`config.mk`:
```
export PLATFORM = sky130hd
export DESIGN_NAME = bandai2003_eeprom_ctrl_flat
export DESIGN_NICKNAME = d
export VERILOG_FILES = /design/src/rtl/bandai2003_eeprom_ctrl_if.sv /design/src/rtl/bandai2003_eeprom_ctrl.sv /design/src/flat_wrapper.sv
export SDC_FILE = /design/constraint.sdc
export NUM_CORES = 1
export LEC_CHECK = 0
export ABC_AREA = 1
export BUFFER_PORTS_ARGS = -buffer_cell sky130_fd_sc_hd__buf_4
export CORE_MARGIN = 4
export CORE_UTILIZATION = 35
export DETAILED_ROUTE_END_ITERATION = 8
export PLACE_DENSITY = 0.54
export SYNTH_ARGS = -nofsm -noshare
export SYNTH_HDL_FRONTEND = slang
export SYNTH_SLANG_ARGS = --single-unit
export TNS_END_PERCENT = 5
```
`constraint.sdc`:
```
create_clock -name CLK -period 4.6 [get_ports CLK]
set_input_delay 0.92 -clock CLK [delete_from_list [all_inputs] [get_ports CLK]]
set_output_delay 0.92 -clock CLK [all_outputs]
set_load 0.01 [all_outputs]
```
`src/rtl/bandai2003_eeprom_ctrl_if.sv`:
```
// Console-side I/O bus of the BANDAI2003 EEPROM controller.
// The mapper/console side uses the master modport, the controller the slave modport.
interface bandai2003_eeprom_ctrl_if;
    logic       SEL;
    logic       WEn;
    logic       OEn;
    logic [7:0] ADDR;
    logic [7:0] DIN;
    logic [7:0] DOUT;
    logic       DOE;

    modport master (
        output SEL, WEn, OEn, ADDR, DIN,
        input  DOUT, DOE
    );

    modport slave (
        input  SEL, WEn, OEn, ADDR, DIN,
        output DOUT, DOE
    );
endinterface

```
`src/rtl/bandai2003_eeprom_ctrl.sv`:
```
// BANDAI2003 mapper serial EEPROM controller (ports C4h-C8h).
// Sequences a Microwire 93Cxx (x16) part: command shift, data shift in/out,
// and ready polling after writes.
// Optional: define EEP_POLL_TIMEOUT_EN to abort the ready poll after POLL_MAX
// cycles and flag ERR; without it the poll waits until EEDO rises or ABORT.
module bandai2003_eeprom_ctrl #(
    parameter int CLK_DIV  = 4,
    parameter int CMD_BITS = 11,
    parameter int POLL_MAX = 4096
) (
    input  logic                           CLK,
    input  logic                           RSTn,
    bandai2003_eeprom_ctrl_if.slave        bus,
    output logic                           EECS,
    output logic                           EESK,
    output logic                           EEDI,
    input  logic                           EEDO
);

    localparam int                DIV_W     = (CLK_DIV > 1) ? $clog2(CLK_DIV) : 1;
    localparam logic [DIV_W-1:0]  DIV_LAST  = DIV_W'(CLK_DIV - 1);
    localparam int                POLL_W    = $clog2(POLL_MAX + 1);
    localparam logic [POLL_W-1:0] POLL_LAST = POLL_W'(POLL_MAX - 1);
    localparam logic [3:0]        CMD_MSB   = 4'(CMD_BITS - 1);

    localparam logic [7:0] A_DLO = 8'hC4;
    localparam logic [7:0] A_DHI = 8'hC5;
    localparam logic [7:0] A_CLO = 8'hC6;
    localparam logic [7:0] A_CHI = 8'hC7;
    localparam logic [7:0] A_CTL = 8'hC8;

    localparam logic [1:0] OP_READ  = 2'd1;
    localparam logic [1:0] OP_WRITE = 2'd2;
    localparam logic [1:0] OP_SHORT = 2'd3;

    typedef enum logic [2:0] {
        ST_IDLE  = 3'd0,
        ST_CMD   = 3'd1,
        ST_RDATA = 3'd2,
        ST_WDATA = 3'd3,
        ST_WGAP  = 3'd4,
        ST_POLL  = 3'd5,
        ST_GAP   = 3'd6
    } state_e;

    state_e              state_q, state_d;
    logic [DIV_W-1:0]    div_q, div_d;
    logic                phase_q, phase_d;     // EESK level of the current bit
    logic [3:0]          bit_q, bit_d;         // index of the bit being shifted
    logic [1:0]          op_q, op_d;
    logic [15:0]         rsh_q, rsh_d;         // read shift register
    logic [15:0]         data_q, data_d;
    logic [15:0]         cmd_q, cmd_d;
    logic                rdone_q, rdone_d;
    logic                err_q, err_d;
    logic [POLL_W-1:0]   poll_q, poll_d;       // cycles spent in POLL
    logic                wen_q, wen_d;
    logic                eecs_q, eecs_d;
    logic                eesk_q, eesk_d;
    logic                eedi_q, eedi_d;

    logic                wr_stb_s;
    logic                wr_ctl_s;
    logic                abort_s;
    logic                onehot_s;
    logic                start_s;
    logic                div_last_s;
    logic                doe_s;
    logic [7:0]          dout_s;

    assign wr_stb_s   = bus.SEL & ~bus.WEn & wen_q;
    assign wr_ctl_s   = wr_stb_s & (bus.ADDR == A_CTL);
    assign abort_s    = wr_ctl_s & bus.DIN[7];
    assign onehot_s   = (bus.DIN[6:4] == 3'b001) | (bus.DIN[6:4] == 3'b010) |
                        (bus.DIN[6:4] == 3'b100);
    assign start_s    = wr_ctl_s & ~bus.DIN[7] & onehot_s & (state_q == ST_IDLE);
    assign div_last_s = (div_q == DIV_LAST);

    // State and datapath registers, with asynchronous reset to the idle state.
    always_ff @(posedge CLK or negedge RSTn) begin
        if (!RSTn) begin
            state_q <= ST_IDLE;
            div_q   <= '0;
            phase_q <= 1'b0;
            bit_q   <= 4'd0;
            op_q    <= 2'd0;
            rsh_q   <= 16'h0000;
            data_q  <= 16'h0000;
            cmd_q   <= 16'h0000;
            rdone_q <= 1'b0;
            err_q   <= 1'b0;
            poll_q  <= '0;
            wen_q   <= 1'b1;
            eecs_q  <= 1'b0;
            eesk_q  <= 1'b0;
            eedi_q  <= 1'b0;
        end else begin
            state_q <= state_d;
            div_q   <= div_d;
            phase_q <= phase_d;
            bit_q   <= bit_d;
            op_q    <= op_d;
            rsh_q   <= rsh_d;
            data_q  <= data_d;
            cmd_q   <= cmd_d;
            rdone_q <= rdone_d;
            err_q   <= err_d;
            poll_q  <= poll_d;
            wen_q   <= wen_d;
            eecs_q  <= eecs_d;
            eesk_q  <= eesk_d;
            eedi_q  <= eedi_d;
        end
    end

    // Next-state logic: register writes, op start/abort, bit sequencing and polling.
    always_comb begin
        state_d = state_q;
        div_d   = div_q;
        phase_d = phase_q;
        bit_d   = bit_q;
        op_d    = op_q;
        rsh_d   = rsh_q;
        data_d  = data_q;
        cmd_d   = cmd_q;
        rdone_d = rdone_q;
        err_d   = err_q;
        poll_d  = poll_q;
        wen_d   = bus.WEn;
        if (abort_s) begin
            // ABORT beats any start bit and drops the EEPROM lines next cycle
            state_d = ST_IDLE;
            div_d   = '0;
            phase_d = 1'b0;
            bit_d   = 4'd0;
        end else begin
            case (state_q)
                ST_IDLE: begin
                    if (wr_stb_s) begin
                        case (bus.ADDR)
                            A_DLO:   data_d[7:0]  = bus.DIN;
                            A_DHI:   data_d[15:8] = bus.DIN;
                            A_CLO:   cmd_d[7:0]   = bus.DIN;
                            A_CHI:   cmd_d[15:8]  = bus.DIN;
                            default: cmd_d        = cmd_q;
                        endcase
                    end else begin
                        cmd_d = cmd_q;
                    end
                    if (start_s) begin
                        state_d = ST_CMD;
                        div_d   = '0;
                        phase_d = 1'b0;
                        bit_d   = CMD_MSB;
                        rdone_d = 1'b0;
                        err_d   = 1'b0;
                        op_d    = bus.DIN[4] ? OP_READ : (bus.DIN[5] ? OP_WRITE : OP_SHORT);
                    end else begin
                        state_d = ST_IDLE;
                    end
                end
                ST_CMD, ST_RDATA, ST_WDATA: begin
                    if (!div_last_s) begin
                        div_d = div_q + DIV_W'(1);
                    end else if (!phase_q) begin
                        // EESK rises on this edge: sample EEDO now
                        div_d   = '0;
                        phase_d = 1'b1;
                        if (state_q == ST_RDATA) begin
                            rsh_d = {rsh_q[14:0], EEDO};
                        end else begin
                            rsh_d = rsh_q;
                        end
                    end else if (bit_q != 4'd0) begin
                        div_d   = '0;
                        phase_d = 1'b0;
                        bit_d   = bit_q - 4'd1;
                    end else begin
                        div_d   = '0;
                        phase_d = 1'b0;
                        bit_d   = 4'd15;
                        case (state_q)
                            ST_CMD: begin
                                case (op_q)
                                    OP_READ:  state_d = ST_RDATA;
                                    OP_WRITE: state_d = ST_WDATA;
                                    default:  state_d = ST_GAP;
                                endcase
                            end
                            ST_RDATA: begin
                                data_d  = rsh_q;
                                rdone_d = 1'b1;
                                state_d = ST_GAP;
                            end
                            default: state_d = ST_WGAP;
                        endcase
                    end
                end
                ST_WGAP: begin
                    if (div_last_s) begin
                        div_d   = '0;
                        poll_d  = '0;
                        state_d = ST_POLL;
                    end else begin
                        div_d = div_q + DIV_W'(1);
                    end
                end
                ST_POLL: begin
                    if (EEDO) begin
                        div_d   = '0;
                        state_d = ST_GAP;
`ifdef EEP_POLL_TIMEOUT_EN
                    end else if (poll_q == POLL_LAST) begin
                        err_d   = 1'b1;
                        div_d   = '0;
                        state_d = ST_GAP;
`endif
                    end else begin
                        // saturating, so the idle build never wraps
                        poll_d = (poll_q == POLL_LAST) ? poll_q : poll_q + POLL_W'(1);
                    end
                end
                ST_GAP: begin
                    if (div_last_s) begin
                        div_d   = '0;
                        state_d = ST_IDLE;
                    end else begin
                        div_d = div_q + DIV_W'(1);
                    end
                end
                default: state_d = ST_IDLE;
            endcase
        end
    end

    // Output logic: next EEPROM pin levels (registered) and the bus read mux.
    always_comb begin
        eecs_d = 1'b0;
        eesk_d = 1'b0;
        eedi_d = 1'b0;
        case (state_d)
            ST_CMD: begin
                eecs_d = 1'b1;
                eesk_d = phase_d;
                eedi_d = cmd_q[bit_d];
            end
            ST_RDATA: begin
                eecs_d = 1'b1;
                eesk_d = phase_d;
            end
            ST_WDATA: begin
                eecs_d = 1'b1;
                eesk_d = phase_d;
                eedi_d = data_q[bit_d];
            end
            ST_POLL: eecs_d = 1'b1;
            default: eecs_d = 1'b0;
        endcase

        doe_s  = bus.SEL & ~bus.OEn & bus.WEn &
                 (bus.ADDR >= A_DLO) & (bus.ADDR <= A_CTL);
        dout_s = 8'h00;
        if (doe_s) begin
            case (bus.ADDR)
                A_DLO:   dout_s = data_q[7:0];
                A_DHI:   dout_s = data_q[15:8];
                A_CLO:   dout_s = cmd_q[7:0];
                A_CHI:   dout_s = cmd_q[15:8];
                A_CTL:   dout_s = {5'b00000, err_q, (state_q == ST_IDLE), rdone_q};
                default: dout_s = 8'h00;
            endcase
        end else begin
            dout_s = 8'h00;
        end
    end

    assign EECS     = eecs_q;
    assign EESK     = eesk_q;
    assign EEDI     = eedi_q;
    assign bus.DOE  = doe_s;
    assign bus.DOUT = dout_s;

endmodule

```
`src/flat_wrapper.sv`:
```
// flat-port wrapper written by rule: the top's interface ports become plain ports
module bandai2003_eeprom_ctrl_flat 
#(
    parameter int CLK_DIV  = 4,
    parameter int CMD_BITS = 11,
    parameter int POLL_MAX = 4096
)
  (CLK, RSTn, EECS, EESK, EEDI, EEDO, bus_SEL, bus_WEn, bus_OEn, bus_ADDR, bus_DIN, bus_DOUT, bus_DOE);
  bandai2003_eeprom_ctrl_if bus_i ();
  input  logic CLK;
  input  logic RSTn;
  output logic EECS;
  output logic EESK;
  output logic EEDI;
  input  logic EEDO;
  input wire logic [$bits(bus_i.SEL)-1:0] bus_SEL;
  input wire logic [$bits(bus_i.WEn)-1:0] bus_WEn;
  input wire logic [$bits(bus_i.OEn)-1:0] bus_OEn;
  input wire logic [$bits(bus_i.ADDR)-1:0] bus_ADDR;
  input wire logic [$bits(bus_i.DIN)-1:0] bus_DIN;
  output wire logic [$bits(bus_i.DOUT)-1:0] bus_DOUT;
  output wire logic [$bits(bus_i.DOE)-1:0] bus_DOE;
  assign bus_i.SEL = bus_SEL;
  assign bus_i.WEn = bus_WEn;
  assign bus_i.OEn = bus_OEn;
  assign bus_i.ADDR = bus_ADDR;
  assign bus_i.DIN = bus_DIN;
  assign bus_DOUT = bus_i.DOUT;
  assign bus_DOE = bus_i.DOE;
  bandai2003_eeprom_ctrl #(.CLK_DIV(CLK_DIV), .CMD_BITS(CMD_BITS), .POLL_MAX(POLL_MAX)) u_core (.CLK(CLK), .RSTn(RSTn), .bus(bus_i), .EECS(EECS), .EESK(EESK), .EEDI(EEDI), .EEDO(EEDO));
endmodule
```
After elaboration in Yosys (flattened, before gate mapping)
Index checks and enable logic that the tools add are counted.
{ "totals": {"ff_bits": 65, "output_inout_bits": 12, "wordCells": 137} }
{ "op_classes": {"n_addsub": 2, "n_lt_le_gt_ge": 3, "eq_ne": 31, "n_mux": 52, "n_bitwise": 18, "reduce_logical": 16} }
{ "op_table": {"columns": ["cell", "n"], "rows": [
  ["$mux 16", 5],
  ["$eq 8x8->1 const B", 5],
  ["$pmux 8 s5", 1],
  ["$pmux 16 s2", 1],
  ["$mux 8", 3],
  ["$mux 3", 7],
  ["$mux 4", 5],
  ["$reduce_and 8->1", 2],
  ["$eq 3x2->1 const B", 5],
  ["$eq 3x3->1 const B", 5],
  ["$mux 1", 15],
  ["$pmux 3 s5", 1],
  ["$pmux 3 s2", 2],
  ["$and 1x1->1", 11],
  ["$mux 2", 5],
  ["$ne 2x1->1 const B", 5],
  ["$eq 3x1->1 const B", 3],
  ["$bmux 1 s4", 2],
  ["$ge 8x8->1 const B", 1],
  ["$le 8x8->1 const B", 1],
  ["$pmux 4 s2", 1],
  ["$reduce_and 4->1", 2],
  ["$reduce_bool 4->1", 2],
  ["$reduce_and 7->1", 1],
  ["19 further kinds", 31]
]} }

Logic depth before layout (Yosys ltp)
{ "logic_depth": {"ltp_word": 13, "ltp_mapped": 17, "ltp_nobuf": 17} }

Worst setup path before layout
OpenSTA, ideal clock, no wires.
{ "synth_path": {"path_kind": "input port to output port", "start": "input bus_ADDR[4]", "end": "output bus_DOUT[3]", "arrival_time_ns": 2.234, "required_time_ns": 3.680, "slack_ns": 1.446, "cell_stages": 9, "path_buffers": 0, "path_cell_list": "inv_1 nand2_1 nor2_4 inv_1 nor4_1 inv_1 nor2_1 a221oi_1 o21ai_0"} }
{ "synth_between": {"elab_chain_len": 4} }
{ "synth_lines": {"columns": ["item", "line_no", "rtl"], "rows": [
  ["start, declared", "flat_wrapper.sv:19", "input wire logic [$bits(bus_i.ADDR)-1:0] bus_ADDR;"],
  ["$ge 8x8->1", "bandai2003_eeprom_ctrl.sv:261", "(bus.ADDR >= A_DLO) & (bus.ADDR <= A_CTL);"],
  ["$and 1x1->1", "bandai2003_eeprom_ctrl.sv:260", "doe_s = bus.SEL & ~bus.OEn & bus.WEn &"],
  ["$and 1x1->1", "bandai2003_eeprom_ctrl.sv:261", null],
  ["$mux 8 (*)", "bandai2003_eeprom_ctrl.sv:263", "if (doe_s) begin"],
  ["end, declared", "flat_wrapper.sv:21", "output wire logic [$bits(bus_i.DOUT)-1:0] bus_DOUT;"]
]} }
Mark *: on every way between the ends. The rest lies on a longest branch, timed or not.

Worst setup path after layout
{ "layout_path": {"start": "input bus_ADDR[4]", "end": "output bus_DOUT[1]"} }
Same word-level chain as after synthesis.

==> results.yml <==
clock_tree:
  numCtsBuffers: 9
  clkTransAtPathRegs_ns: 0.06
  postCtsHoldBufs: 0
  root_buffer: "clkbuf_16"
  cts_tree: "built"
  cts_setup_buffers: 0
  cts.sinks: 65
  clk-insertion-delay-late_ns: 0.33
  cts-htree-levels: 3
  post_cts_resized: 0
  clockBufferDepth: 2
timing:
  worstMarginPinSlew_ns: 0.850
  hold_viol: 0
  finalMaxSlewViolations: 0
  max-slew-margin-rel_pct: 43.2
  final.setup.worst_slack_ns: 0.977
  rsz0062_at_grt: "false"
  finClkSkew_ns: 0.0152
  fmax_mhz: 276
  setup_viol: 0
  fin_setup_tns_ns: 0
  finalCriticalPeriod_ns: 3.62
  finalCritPeriodShare_pct: 78.8
floorplan:
  rows: 38
  core_um2: 11000
  die_h_um: 115
  die_x_um: 115
  dieArea_um2: 13200
  io_pins: 34
  start_util_pct: 36.3
worst_hold_path:
  whs_path_depth: 2
  min_from: "u_core.rsh_q[7]"
  holdPathEnd: "u_core.rsh_q[7]"
  worst_hold_path_type: "reg2reg"
setup_path:
  regToRegEndpoint: "u_core.data_q[6]"
  crit_fanout: 6
  cp_data_required_time_ns: 3.68
  crit_start: "bus_ADDR[4]"
  startpoint_type: "input pin"
  r2r_slack_ns: 2.07
  worstSetupPathType: "in2out"
  slowest_delay_ns: 0.36
  end_kind: "output port"
  crit_path_frequent_cell: "inv_1"
  path_cells: "buf_4 -> inv_1 -> nand2_1 -> nor2_4 -> inv_1 -> nor2_1 -> inv_1 -> nor3_2 -> inv_1 -> o22ai_1 -> a221oi_1 -> a21oi_1 -> buf_4"
  reg2reg_from: "u_core.state_q[2]"
  cp_slowest_cell: "nor3_2"
  arrival_ns: 2.70
  reg2reg_depth: 10
synthesis:
  synth_enable_flop_cells: 0
  synth_area_um2: 3990
  ys_types: 40
  syn_nets: 558
  synth_largest_area_cell: "dfrtp_1"
  synth-seq-area-share_pct: 40.8
  syn_area_per_cell_um2: 7.50
  async_flop_share_pct: 100
  yosys.area.top_type_share_pct: 40.1
  synth_cells: 532
  yosys_most_used_dff: "dfrtp_1"
  synthTopCellsByArea: "dfrtp_1, nand2_1, inv_1"
  ys_warn_count: 0
  ys_ff_latch: 65
run:
  cap_violations: 0
power_and_ir_drop:
  max-vdd-ir-drop_v: 0.000197
  p_leak_nw: 2.20
  powerDensity_nw_per_um2: 555
global_routing:
  grt_pass1_wl_mm: 18.5
  grt_pass1_vias: 3671
  grt_max_degree: 66
  antenna_found_initial: 0
  grt.overflow.total: 0
  track_usage_pct: 18.1
status:
  status: "finished, final reports clean"
detailed_routing:
  detail_route.first_pass.iterations: 5
  finalWirelength_mm: 11.2
  vias_per_cell: 5.03
  drtAntennaViolNets: 0
  routedWlPerCell_um: 15.9
  drc: 0
  vias: 3557
  drt-initial-drc-count: 221
layout:
  n_antenna_cell: 0
  fillCellCount: 1117
  fin_util_pct: 42.5
  syn_to_final_growth_pct: 17.0
  nNetsFinal: 588
  drive_above_1_share_pct: 16.2
placement:
  place_congestion: 0.980
  io_buffers: 33
  dp_slack_ns: 1.00
  dpl.hpwl_mm: 8.36
cell usage after synthesis, types with 2 or more instances:
cell type / count
nor2_1: 31
nand2_4: 4
nor4_1: 2
nand2_2: 4
a221oi_1: 4
nand4_1: 3
o21ai_0: 55
nand3_4: 2
clkbuf_1: 4
buf_6: 4
nor2_2: 4
nand3b_1: 8
nor3_1: 5
inv_1: 84
o22ai_1: 4
a31oi_1: 4
nor3_4: 2
o211ai_2: 2
nor2_4: 5
mux2_2: 3
a21oi_1: 35
dfrtp_1: 64
nand3_1: 51
inv_2: 8
buf_2: 6
o21ai_1: 6
a21oi_2: 2
ha_1: 4
nand2_1: 111
how the worst max path moves through the flow:
| stage | cells after the start | endpoint |
|---|---|---|
| CTS | 13 | bus_DOUT[1] |
| finish | 13 | bus_DOUT[1] |
| global route | 13 | bus_DOUT[1] |
| detailed placement | 13 | bus_DOUT[1] |
| floorplan | 9 | bus_DOUT[3] |
| global placement | 13 | bus_DOUT[1] |
report_power, final:
group	internal [mW]	switching, mW	total, mW
sequential	0.685	0.0731	0.758
combinational	0.328	0.690	1.02
clock	0.546	0.269	0.815
worst max-delay path: cells and delay by family:
kind / cells / cell delay, ns
AO/OA/AOI/OAI: 3 / 0.42
buffers and inverters: 6 / 0.66
AND/OR/NAND/NOR: 4 / 0.70
registers in the layout, indices dropped and copies added (netlist names):
signal / flops
u_core.EECS: 1
u_core.EEDI: 1
u_core.EESK: 1
u_core.bit_q: 4
u_core.cmd_q: 16
u_core.data_q: 16
u_core.div_q: 2
u_core.op_q: 2
u_core.phase_q: 1
u_core.rdone_q: 1
u_core.rsh_q: 16
u_core.state_q: 3
u_core.wen_q: 1
per-stage QoR:
stage	cells	hold WS (ns)	cell area, um^2	total power [mW]
3_5_place_dp	691	0.473	4320	1.77
2_1_floorplan	532	0.453	3990	1.52
5_1_grt	707	0.508	4670	2.78
6_report	707	0.481	4670	2.59
3_3_place_gp	691	0.467	4320	1.75
4_1_cts	707	0.488	4670	2.60
layer usage:
layer  routed length [um]  part of all wire [%]  global-route usage (%)
met3                  418                   3.7                    3.26
met5                    0                     0                       0
met1                 4980                    44                    23.4
met2                 5560                    49                    29.8
met4                  285                   2.5                    7.82
cell type report:
| cell class | count | area (um^2) | share of cell area, % |
|---|---|---|---|
| multi-input cells | 359 | 1900 | 40.8 |
| well taps | 140 | 175 | 3.75 |
| flip-flops and latches | 65 | 1630 | 34.9 |
| clock buffers | 10 | 239 | 5.12 |
| clock inverters | 6 | 115 | 2.46 |
| repair buffers | 34 | 255 | 5.46 |
| inverters | 93 | 354 | 7.58 |
cell usage in the layout, fill, tap and decap left out, drive strengths merged, types with 3 or more instances in the layout:
master	Yosys	layout
a21oi	37	37
a221oi	4	4
a31oi	4	4
buf	11	34
bufinv	0	3
clkbuf	4	10
clkinv	1	3
dfrtp	64	64
ha	4	4
inv	92	92
mux2	3	3
nand2	119	119
nand3	54	54
nand3b	8	8
nand4	3	3
nor2	41	41
nor3	8	8
o21ai	62	62
o22ai	4	4
kinds of logic (layout without fill, tap and decap cells):
family	Yosys count	count (layout)	share of synthesized area, %
AOI/OAI and AO/OA	114	114	15.9
xor gates and xnor gates	1	1	0.219
adders and majority gates	4	4	1.25
buffers and inverters	108	143	11.5
DFF	65	65	40.8
muxes	3	3	0.846
and+or+nand+nor	237	237	29.5
(Power assumes the default switching activity.)
